$ cat src/rtl/uart_tx_serializer_if.sv
`default_nettype none
// ============================================================================
// Module   : uart_tx_serializer_if
// Brief    : TX FIFO read-port handshake (empty flag, pop strobe, read data).
// Revision : 1.0  initial release
// ============================================================================
interface uart_tx_serializer_if #(
   parameter int DATA_WIDTH = 8
);
   logic                  fifo_empty;
   logic                  pop;
   logic [DATA_WIDTH-1:0] rdata;

   // master = serializer (issues pops), slave = FIFO read port
   modport master (input fifo_empty, input rdata, output pop);
   modport slave  (output fifo_empty, output rdata, input pop);
endinterface
`default_nettype wire

$ cat src/rtl/uart_tx_serializer.sv
`default_nettype none
// ============================================================================
// Module   : uart_tx_serializer
// Brief    : Pops bytes from the TX FIFO and serializes them as UART frames.
//            Define UART_TX_PARITY_EN to build the optional parity bit.
// Revision : 1.0  initial release
// ============================================================================
module uart_tx_serializer #(
   parameter int DATA_WIDTH = 8,
   parameter int DIV_WIDTH  = 16
) (
   input  wire logic                 i_clk,
   input  wire logic                 i_rst_n,
   uart_tx_serializer_if.master      fifo_rd,
   input  wire logic                 i_en,
   input  wire logic [DIV_WIDTH-1:0] i_baud_div,
   input  wire logic                 i_parity_en,
   input  wire logic                 i_parity_odd,
   input  wire logic                 i_stop2,
   output logic                      o_txd,
   output logic                      o_busy,
   output logic                      o_frame_done
);

   localparam int c_cnt_w = $clog2(DATA_WIDTH + 1);

   typedef enum logic [2:0] {
      IDLE   = 3'd0,
      FETCH  = 3'd1,
      START  = 3'd2,
      DATA   = 3'd3,
`ifdef UART_TX_PARITY_EN
      PARITY = 3'd4,
`endif
      STOP   = 3'd5
   } state_t;

   state_t                r_state;
   logic                  r_txd;
   logic                  r_pop;
   logic                  r_busy;
   logic                  r_frame_done;
   logic [DATA_WIDTH-1:0] r_shift;
   logic [c_cnt_w-1:0]    r_bit_cnt;
   logic [DIV_WIDTH-1:0]  r_baud_cnt;
   logic [DIV_WIDTH-1:0]  r_div_m1;
   logic                  r_stop2;
   logic                  r_last_stop;
`ifdef UART_TX_PARITY_EN
   logic                  r_par_en;
   logic                  r_par_bit;
`else
   logic                  w_unused_parity;
   assign w_unused_parity = i_parity_en ^ i_parity_odd;
`endif

   logic [DIV_WIDTH-1:0]  w_div_m1;
   logic                  w_bit_end;
   logic                  w_start_ok;
   logic [DATA_WIDTH-1:0] w_shift_nxt;

   // Divisors below 2 are clamped so the stop bit always has a pre-final cycle
   assign w_div_m1    = (i_baud_div < DIV_WIDTH'(2)) ? DIV_WIDTH'(1) : i_baud_div - DIV_WIDTH'(1);
   assign w_bit_end   = (r_baud_cnt == '0);
   assign w_start_ok  = i_en & ~fifo_rd.fifo_empty;
   assign w_shift_nxt = {1'b0, r_shift[DATA_WIDTH-1:1]};

   always_ff @(posedge i_clk or negedge i_rst_n) begin
      if (!i_rst_n) begin
         r_state      <= IDLE;
         r_txd        <= 1'b1;
         r_pop        <= 1'b0;
         r_busy       <= 1'b0;
         r_frame_done <= 1'b0;
         r_shift      <= '0;
         r_bit_cnt    <= '0;
         r_baud_cnt   <= '0;
         r_div_m1     <= '0;
         r_stop2      <= 1'b0;
         r_last_stop  <= 1'b0;
`ifdef UART_TX_PARITY_EN
         r_par_en     <= 1'b0;
         r_par_bit    <= 1'b0;
`endif
      end else begin
         r_pop        <= 1'b0;
         r_frame_done <= 1'b0;
         case (r_state)
            IDLE: begin
               r_txd <= 1'b1;
               if (r_pop) begin
                  r_state <= FETCH;
                  r_busy  <= 1'b1;
               end else if (w_start_ok) begin
                  r_pop <= 1'b1;
               end
            end
            FETCH: begin
               r_shift    <= fifo_rd.rdata;
               r_div_m1   <= w_div_m1;
               r_baud_cnt <= w_div_m1;
               r_stop2    <= i_stop2;
`ifdef UART_TX_PARITY_EN
               r_par_en   <= i_parity_en;
               r_par_bit  <= (^fifo_rd.rdata) ^ i_parity_odd;
`endif
               r_txd      <= 1'b0;
               r_state    <= START;
            end
            START: begin
               if (w_bit_end) begin
                  r_txd      <= r_shift[0];
                  r_shift    <= w_shift_nxt;
                  r_bit_cnt  <= c_cnt_w'(1);
                  r_baud_cnt <= r_div_m1;
                  r_state    <= DATA;
               end else begin
                  r_baud_cnt <= r_baud_cnt - DIV_WIDTH'(1);
               end
            end
            DATA: begin
               if (!w_bit_end) begin
                  r_baud_cnt <= r_baud_cnt - DIV_WIDTH'(1);
               end else if (r_bit_cnt != c_cnt_w'(DATA_WIDTH)) begin
                  r_txd      <= r_shift[0];
                  r_shift    <= w_shift_nxt;
                  r_bit_cnt  <= r_bit_cnt + c_cnt_w'(1);
                  r_baud_cnt <= r_div_m1;
               end else begin
                  r_bit_cnt  <= '0;
                  r_baud_cnt <= r_div_m1;
`ifdef UART_TX_PARITY_EN
                  if (r_par_en) begin
                     r_txd   <= r_par_bit;
                     r_state <= PARITY;
                  end else begin
                     r_txd       <= 1'b1;
                     r_last_stop <= ~r_stop2;
                     r_state     <= STOP;
                  end
`else
                  r_txd       <= 1'b1;
                  r_last_stop <= ~r_stop2;
                  r_state     <= STOP;
`endif
               end
            end
`ifdef UART_TX_PARITY_EN
            PARITY: begin
               if (w_bit_end) begin
                  r_txd       <= 1'b1;
                  r_last_stop <= ~r_stop2;
                  r_baud_cnt  <= r_div_m1;
                  r_state     <= STOP;
               end else begin
                  r_baud_cnt <= r_baud_cnt - DIV_WIDTH'(1);
               end
            end
`endif
            STOP: begin
               r_txd <= 1'b1;
               if (!w_bit_end) begin
                  r_baud_cnt <= r_baud_cnt - DIV_WIDTH'(1);
                  // Registered strobes must be set one cycle ahead of the final stop cycle
                  if (r_last_stop && (r_baud_cnt == DIV_WIDTH'(1))) begin
                     r_frame_done <= 1'b1;
                     r_pop        <= w_start_ok;
                  end
               end else if (!r_last_stop) begin
                  r_last_stop <= 1'b1;
                  r_baud_cnt  <= r_div_m1;
               end else if (r_pop) begin
                  r_state <= FETCH;
               end else begin
                  r_state <= IDLE;
                  r_busy  <= 1'b0;
               end
            end
            default: begin
               r_state <= IDLE;
               r_txd   <= 1'b1;
               r_busy  <= 1'b0;
            end
         endcase
      end
   end

   assign fifo_rd.pop  = r_pop;
   assign o_txd        = r_txd;
   assign o_busy       = r_busy;
   assign o_frame_done = r_frame_done;

endmodule
`default_nettype wire

$ cat src/flat_wrapper.sv
// flat-port wrapper written by rule: the top's interface ports become plain ports
module uart_tx_serializer_flat 
#(
   parameter int DATA_WIDTH = 8,
   parameter int DIV_WIDTH  = 16
)
  (i_clk, i_rst_n, i_en, i_baud_div, i_parity_en, i_parity_odd, i_stop2, o_txd, o_busy, o_frame_done, fifo_rd_fifo_empty, fifo_rd_rdata, fifo_rd_pop);
  uart_tx_serializer_if #(.DATA_WIDTH(DATA_WIDTH)) fifo_rd_i ();
  input  wire logic i_clk;
  input  wire logic i_rst_n;
  input  wire logic i_en;
  input  wire logic [DIV_WIDTH-1:0] i_baud_div;
  input  wire logic i_parity_en;
  input  wire logic i_parity_odd;
  input  wire logic i_stop2;
  output logic o_txd;
  output logic o_busy;
  output logic o_frame_done;
  input wire logic [$bits(fifo_rd_i.fifo_empty)-1:0] fifo_rd_fifo_empty;
  input wire logic [$bits(fifo_rd_i.rdata)-1:0] fifo_rd_rdata;
  output wire logic [$bits(fifo_rd_i.pop)-1:0] fifo_rd_pop;
  assign fifo_rd_i.fifo_empty = fifo_rd_fifo_empty;
  assign fifo_rd_i.rdata = fifo_rd_rdata;
  assign fifo_rd_pop = fifo_rd_i.pop;
  uart_tx_serializer #(.DATA_WIDTH(DATA_WIDTH), .DIV_WIDTH(DIV_WIDTH)) u_core (.i_clk(i_clk), .i_rst_n(i_rst_n), .fifo_rd(fifo_rd_i), .i_en(i_en), .i_baud_div(i_baud_div), .i_parity_en(i_parity_en), .i_parity_odd(i_parity_odd), .i_stop2(i_stop2), .o_txd(o_txd), .o_busy(o_busy), .o_frame_done(o_frame_done));
endmodule
$ cat config.mk
export PLATFORM = sky130hd
export DESIGN_NAME = uart_tx_serializer_flat
export DESIGN_NICKNAME = d
export VERILOG_FILES = /design/src/rtl/uart_tx_serializer_if.sv /design/src/rtl/uart_tx_serializer.sv /design/src/flat_wrapper.sv
export SDC_FILE = /design/constraint.sdc
export NUM_CORES = 1
export LEC_CHECK = 0
export ABC_AREA = 1
export BUFFER_PORTS_ARGS = -buffer_cell sky130_fd_sc_hd__buf_2
export CAP_MARGIN = 25
export CORE_ASPECT_RATIO = 0.7
export CORE_MARGIN = 5
export CORE_UTILIZATION = 55
export DETAILED_ROUTE_END_ITERATION = 10
export GPL_TIMING_DRIVEN = 0
export PLACE_DENSITY = 0.83
export SYNTH_ARGS = -nofsm -noshare
export SYNTH_HDL_FRONTEND = slang
export SYNTH_SLANG_ARGS = --single-unit
export TNS_END_PERCENT = 20
$ cat constraint.sdc
create_clock -name i_clk -period 2.2 [get_ports i_clk]
set_input_delay 0.11 -clock i_clk [delete_from_list [all_inputs] [get_ports i_clk]]
set_output_delay 0.11 -clock i_clk [all_outputs]
set_load 0.005 [all_outputs]
Yosys cells after proc, flatten, opt, wreduce, memory -nomap -nowiden
Index checks and enable logic that the tools add are counted.
{ "totals": {"mem_bits_ro": 0, "register_bits": 53, "ram_bits": 0, "latch_bits": 0, "output_inout_bits": 4, "mem_count": 0} }
{ "op_classes": {"n_reduce_logical": 16, "n_mux": 42, "n_addsub": 3, "n_bitwise": 4, "multipliers": 0, "shift": 0, "eq_ne": 15, "order_cmp": 1, "div_mod_pow": 0} }
{ "ops": {"columns": ["cell", "n"], "rows": [
  ["16-bit two-way mux", 4],
  ["16-bit one-hot mux with 3 select lines", 1],
  ["16-bit by 1-bit subtractor with 16-bit output (second input constant)", 2],
  ["8-bit two-way mux", 3],
  ["8-bit one-hot mux with 3 select lines", 1],
  ["1-bit two-way mux", 18],
  ["3-bit two-way mux", 6],
  ["16-bit by 1-bit equality test with 1-bit output (second input constant)", 1],
  ["16-bit zero test", 1],
  ["16-bit by 2-bit less-than comparator with 1-bit output (second input constant)", 1],
  ["3-bit one-hot mux with 5 select lines", 1],
  ["4-bit two-way mux", 3],
  ["2-bit by 1-bit inequality test with 1-bit output (second input constant)", 6],
  ["4-bit one-hot mux with 2 select lines", 1],
  ["4-bit AND reduction", 2],
  ["3-bit by 2-bit equality test with 1-bit output (second input constant)", 2],
  ["1-bit one-hot mux with 3 select lines", 2],
  ["6-bit AND reduction", 1],
  ["3-bit nonzero test", 2],
  ["5-bit AND reduction", 1],
  ["4-bit by 1-bit adder with 4-bit output (second input constant)", 1],
  ["2-bit inequality test (second input constant)", 2],
  ["4-bit inequality test (second input constant)", 1],
  ["1-bit one-hot mux with 2 select lines", 2],
  ["12 further kinds", 16]
]} }

Depth between registers and ports, before layout
{ "depth": {"ltp_word": 5, "depth_mapped": 12, "ltp_nobuf": 11} }

Worst setup path before layout
OpenSTA, ideal clock, no wires.
{ "synth_timing": {"path_type": "register to register", "start": "register u_core.r_baud_cnt[0]", "end": "register u_core.r_baud_cnt[10]", "t_arrival_ns": 1.491, "period_less_slack_ns": 1.609, "path_stages_with_launch": 11, "setup_ns": 0.117, "path_slack_ns": 0.591, "path_buffers": 1, "required_time_ns": 2.083, "path_cell_list": "dfrtp_1 > inv_1 > ha_1 > nand2_4 > nor2_8 > nand3_4 > nor2_2 > nor2_4 > buf_6 > nand3_1 > nand2_1"} }
{ "synth_via": {"elab_chain_cells": 3} }
{ "synth_rtl": {"columns": ["element", "line", "rtl"], "rows": [
  ["from (decl)", "uart_tx_serializer.sv:45", "logic [DIV_WIDTH-1:0] r_baud_cnt;"],
  ["from (signal assigned)", "uart_tx_serializer.sv:101", "r_baud_cnt <= w_div_m1;"],
  ["from (signal assigned)", "uart_tx_serializer.sv:115", "r_baud_cnt <= r_div_m1;"],
  ["from (signal assigned)", "uart_tx_serializer.sv:118", "r_baud_cnt <= r_baud_cnt - DIV_WIDTH'(1);"],
  ["16-bit by 1-bit subtractor with 16-bit output or 16-bit zero test (tied branches)", null, null],
  ["16-bit two-way mux, or another cell as far along", "uart_tx_serializer.sv:162", "if (!w_bit_end) begin"],
  ["16-bit one-hot mux with 3 select lines or 2-bit AND reduction (tied branches)", null, null]
]} }
Several ways; a longest one is shown, not always the timed one.
A chain may end at the register's enable or synchronous reset.

Worst setup path after layout
Same ends and word-level chain as after synthesis.

==> metrics.csv <==
metric;value;unit
outcome;finished clean;
vdd_ir_drop_max;0.762;mV
min_path_type;in -> reg;
cp_slowest_cell;dfrtp_1;
insertion_delay;0.31;ns
grt_max_degree;30;
rsz0062_at_grt;no;
synth_cell_type_count;35;
p_leak;2.06;nW
antenna_left;0;
cp_data_arrival_time;2.11;ns
area_growth;10.3;%
place_congestion;0.938;
synth_seq_area_share;0.368;
drt-initial-drc-count;308;
grtUsageTotal;0.226;
syn_area;0.00360;mm^2
syn_avg_cell_area;6.81;um^2
num-nets-final;606;
postCtsResizedCells;0;
portBuffers;32;
cts_sinks;53;
cts_made_buffers;5;
min_period;1.89;ns
cap_violations;0;
n_antenna_cell;0;
yosys_warnings;0;
holdWs;0.00346;ns
gr-total-overflow;0;
syn_nets;565;
dieArea;0.00830;mm^2
antenna_found_initial;0;
period_share;0.860;
ios;35;
rows;24;
initial_core_util;0.571;
drc;0;
core_area;0.00631;mm^2
cts_buffer_depth;2;
relSlewSlack;0.624;
maxSlewViolCount;0;
place_inst;640;
cts-root-buf;clkbuf_8;
cts.clk_slew.worst_paths;0.10;ns
finalSetupViolations;0;
crit_chain;inv_1 > ha_1 > nand3_1 > nor2_1 > o21ai_0 > o21ai_0 > nand3_1 > nand3_1 > nand2_1;
fin_setup_tns;0;ns
die_h;77.7;um
cts_max_level;2;
vias_per_cell;5.54;
layout_setup_ws;0.307;ns
post-route-util;0.630;
hpwl;7060;um
required;2.41;ns
first_global_vias;3270;
synthCells;529;
vias;3598;
critPathMaxStageDelay;0.40;ns
grt_pass1_wl;15300;um
cts_tree;done;
cts_setup_buffers;0;
power.density;1210;mW/mm^2
cts_hold_buf;1;
crit_fanout;6;
die_w;107;um
worst_pin_slew;0.564;ns
pre_cts_ws;0.342;ns
cp_common_cell;nand3_1;
drive_gt1_frac;0.147;
cp_num_buf_inv;1;
wl_per_cell;13.8;um
fin_worst_skew;0.00820;ns
critPathKind;reg -> reg;
dr.pass1.iters;6;
drt-total-wl;8960;um
finalNonFillerCells;649;
max_freq;0.528;GHz
hold_viol;0;
path_delay_family;simple AND/OR/NAND/NOR gates;
synth.ff_latch_count;53;
startpoint_type;flop;
end_kind;flop;
==> kinds of logic after synthesis <==
| group | Yosys count | synth area share |
|---|---|---|
| adders and majority gates | 5 | 0.0174 |
| DFF | 53 | 0.368 |
| xor gates and xnor gates | 7 | 0.0170 |
| AOI/OAI and AO/OA | 64 | 0.0983 |
| and+or+nand+nor | 323 | 0.408 |
| buffers and inverters | 77 | 0.0913 |
==> synth_stat cells <==
library cell / number / area share
nand3_2: 1 / 0.0028
nand4_4: 1 / 0.0059
nand3_1: 56 / 0.078
o21ai_2: 2 / 0.0049
o21bai_4: 1 / 0.0052
inv_4: 1 / 0.0017
nand3b_1: 3 / 0.0062
or2_2: 3 / 0.0052
ha_1: 5 / 0.017
xor2_1: 6 / 0.015
nor2_1: 60 / 0.063
clkbuf_1: 4 / 0.0042
nor2_2: 4 / 0.0069
o21ai_1: 9 / 0.012
buf_2: 3 / 0.0042
nand4_1: 10 / 0.017
dfrtp_1: 52 / 0.36
nand2_2: 3 / 0.0052
buf_6: 4 / 0.012
nor2_4: 6 / 0.019
xnor2_1: 1 / 0.0024
o21ai_0: 40 / 0.056
o211ai_1: 1 / 0.0021
o211ai_2: 1 / 0.0035
inv_1: 56 / 0.058
dfstp_2: 1 / 0.0073
a21oi_1: 9 / 0.012
nor3_1: 3 / 0.0042
inv_2: 8 / 0.0083
nand3_4: 1 / 0.0049
nand2_1: 168 / 0.17
o21bai_1: 1 / 0.0021
nand2_4: 3 / 0.0094
nor2_8: 1 / 0.0056
buf_4: 1 / 0.0021
==> sequential cells by signal, summed over array words and instances, names as in the netlist <==
name	cells
u_core.fifo_rd.pop	1
u_core.o_busy	1
u_core.r_shift	8
u_core.r_state	3
u_core.r_div_m1	16
u_core.o_txd	1
u_core.r_baud_cnt	16
u_core.r_stop2	1
u_core.o_frame_done	1
u_core.r_last_stop	1
u_core.r_bit_cnt	4
==> layout by cell type (no fill, tap or decap), types with 8 or more instances in the layout <==
master	count
a21oi_1	9
buf_2	35
dfrtp_1	52
inv_1	56
inv_2	8
nand2_1	168
nand3_1	56
nand4_1	10
nor2_1	60
o21ai_0	40
o21ai_1	9
==> tightest hold or removal path: cells and delay by family <==
family / cells / cell delay, ns
buffers and inverters: 1 / 0.08
AND/OR/NAND/NOR: 2 / 0.09
==> power by group <==
part	internal [mW]	switching [mW]	total (mW)
Sequential	1.41	0.345	1.75
Clock	0.226	0.322	0.549
Combinational	0.883	1.63	2.52
Total	2.52	2.30	4.82
==> through the flow <==
step,area [um^2],power (mW)
floorplan,3600,3.57
global placement,3860,4.12
detailed placement,3880,4.22
CTS,3980,4.79
global route,3980,5.26
finish,3980,4.82
==> routing by layer <==
metal  wire (um)  part of all wire  up-vias  GRT usage
li1            -                 -     1760          -
met1        4300              0.48     1691      0.340
met2        3900              0.44      132      0.340
met3         641             0.072       15     0.0398
met4         112             0.013        0     0.0511
met5           0                 0        -          0
==> final cells by class <==
class                           instances  area, um^2
Fill cell                             558        2330
Sequential cell                        53        1330
Timing Repair Buffer                   34         190
Clock buffer                            7        76.3
Tap cell                               78        97.6
Multi-Input combinational cell        399        1950
Buffer                                 12        82.6
Inverter                               65         246
Clock inverter                          1        7.51
==> path summary, 6_finish.rpt <==
kind	endpoint	slack, ns	from	depth (start not counted)
max	u_core.r_baud_cnt[10]	0.31	u_core.r_baud_cnt[0]	9
min	u_core.r_stop2	0.003	i_stop2	3
max reg2reg	u_core.r_baud_cnt[10]	0.31	u_core.r_baud_cnt[0]	9
min reg2reg	u_core.o_busy	0.49	u_core.o_busy	2
max in group asynchronous	u_core.r_state[0]	1.33	i_rst_n	3
min in group asynchronous	u_core.r_div_m1[14]	0.31	i_rst_n	2
Power figures use the tool's default switching activity.
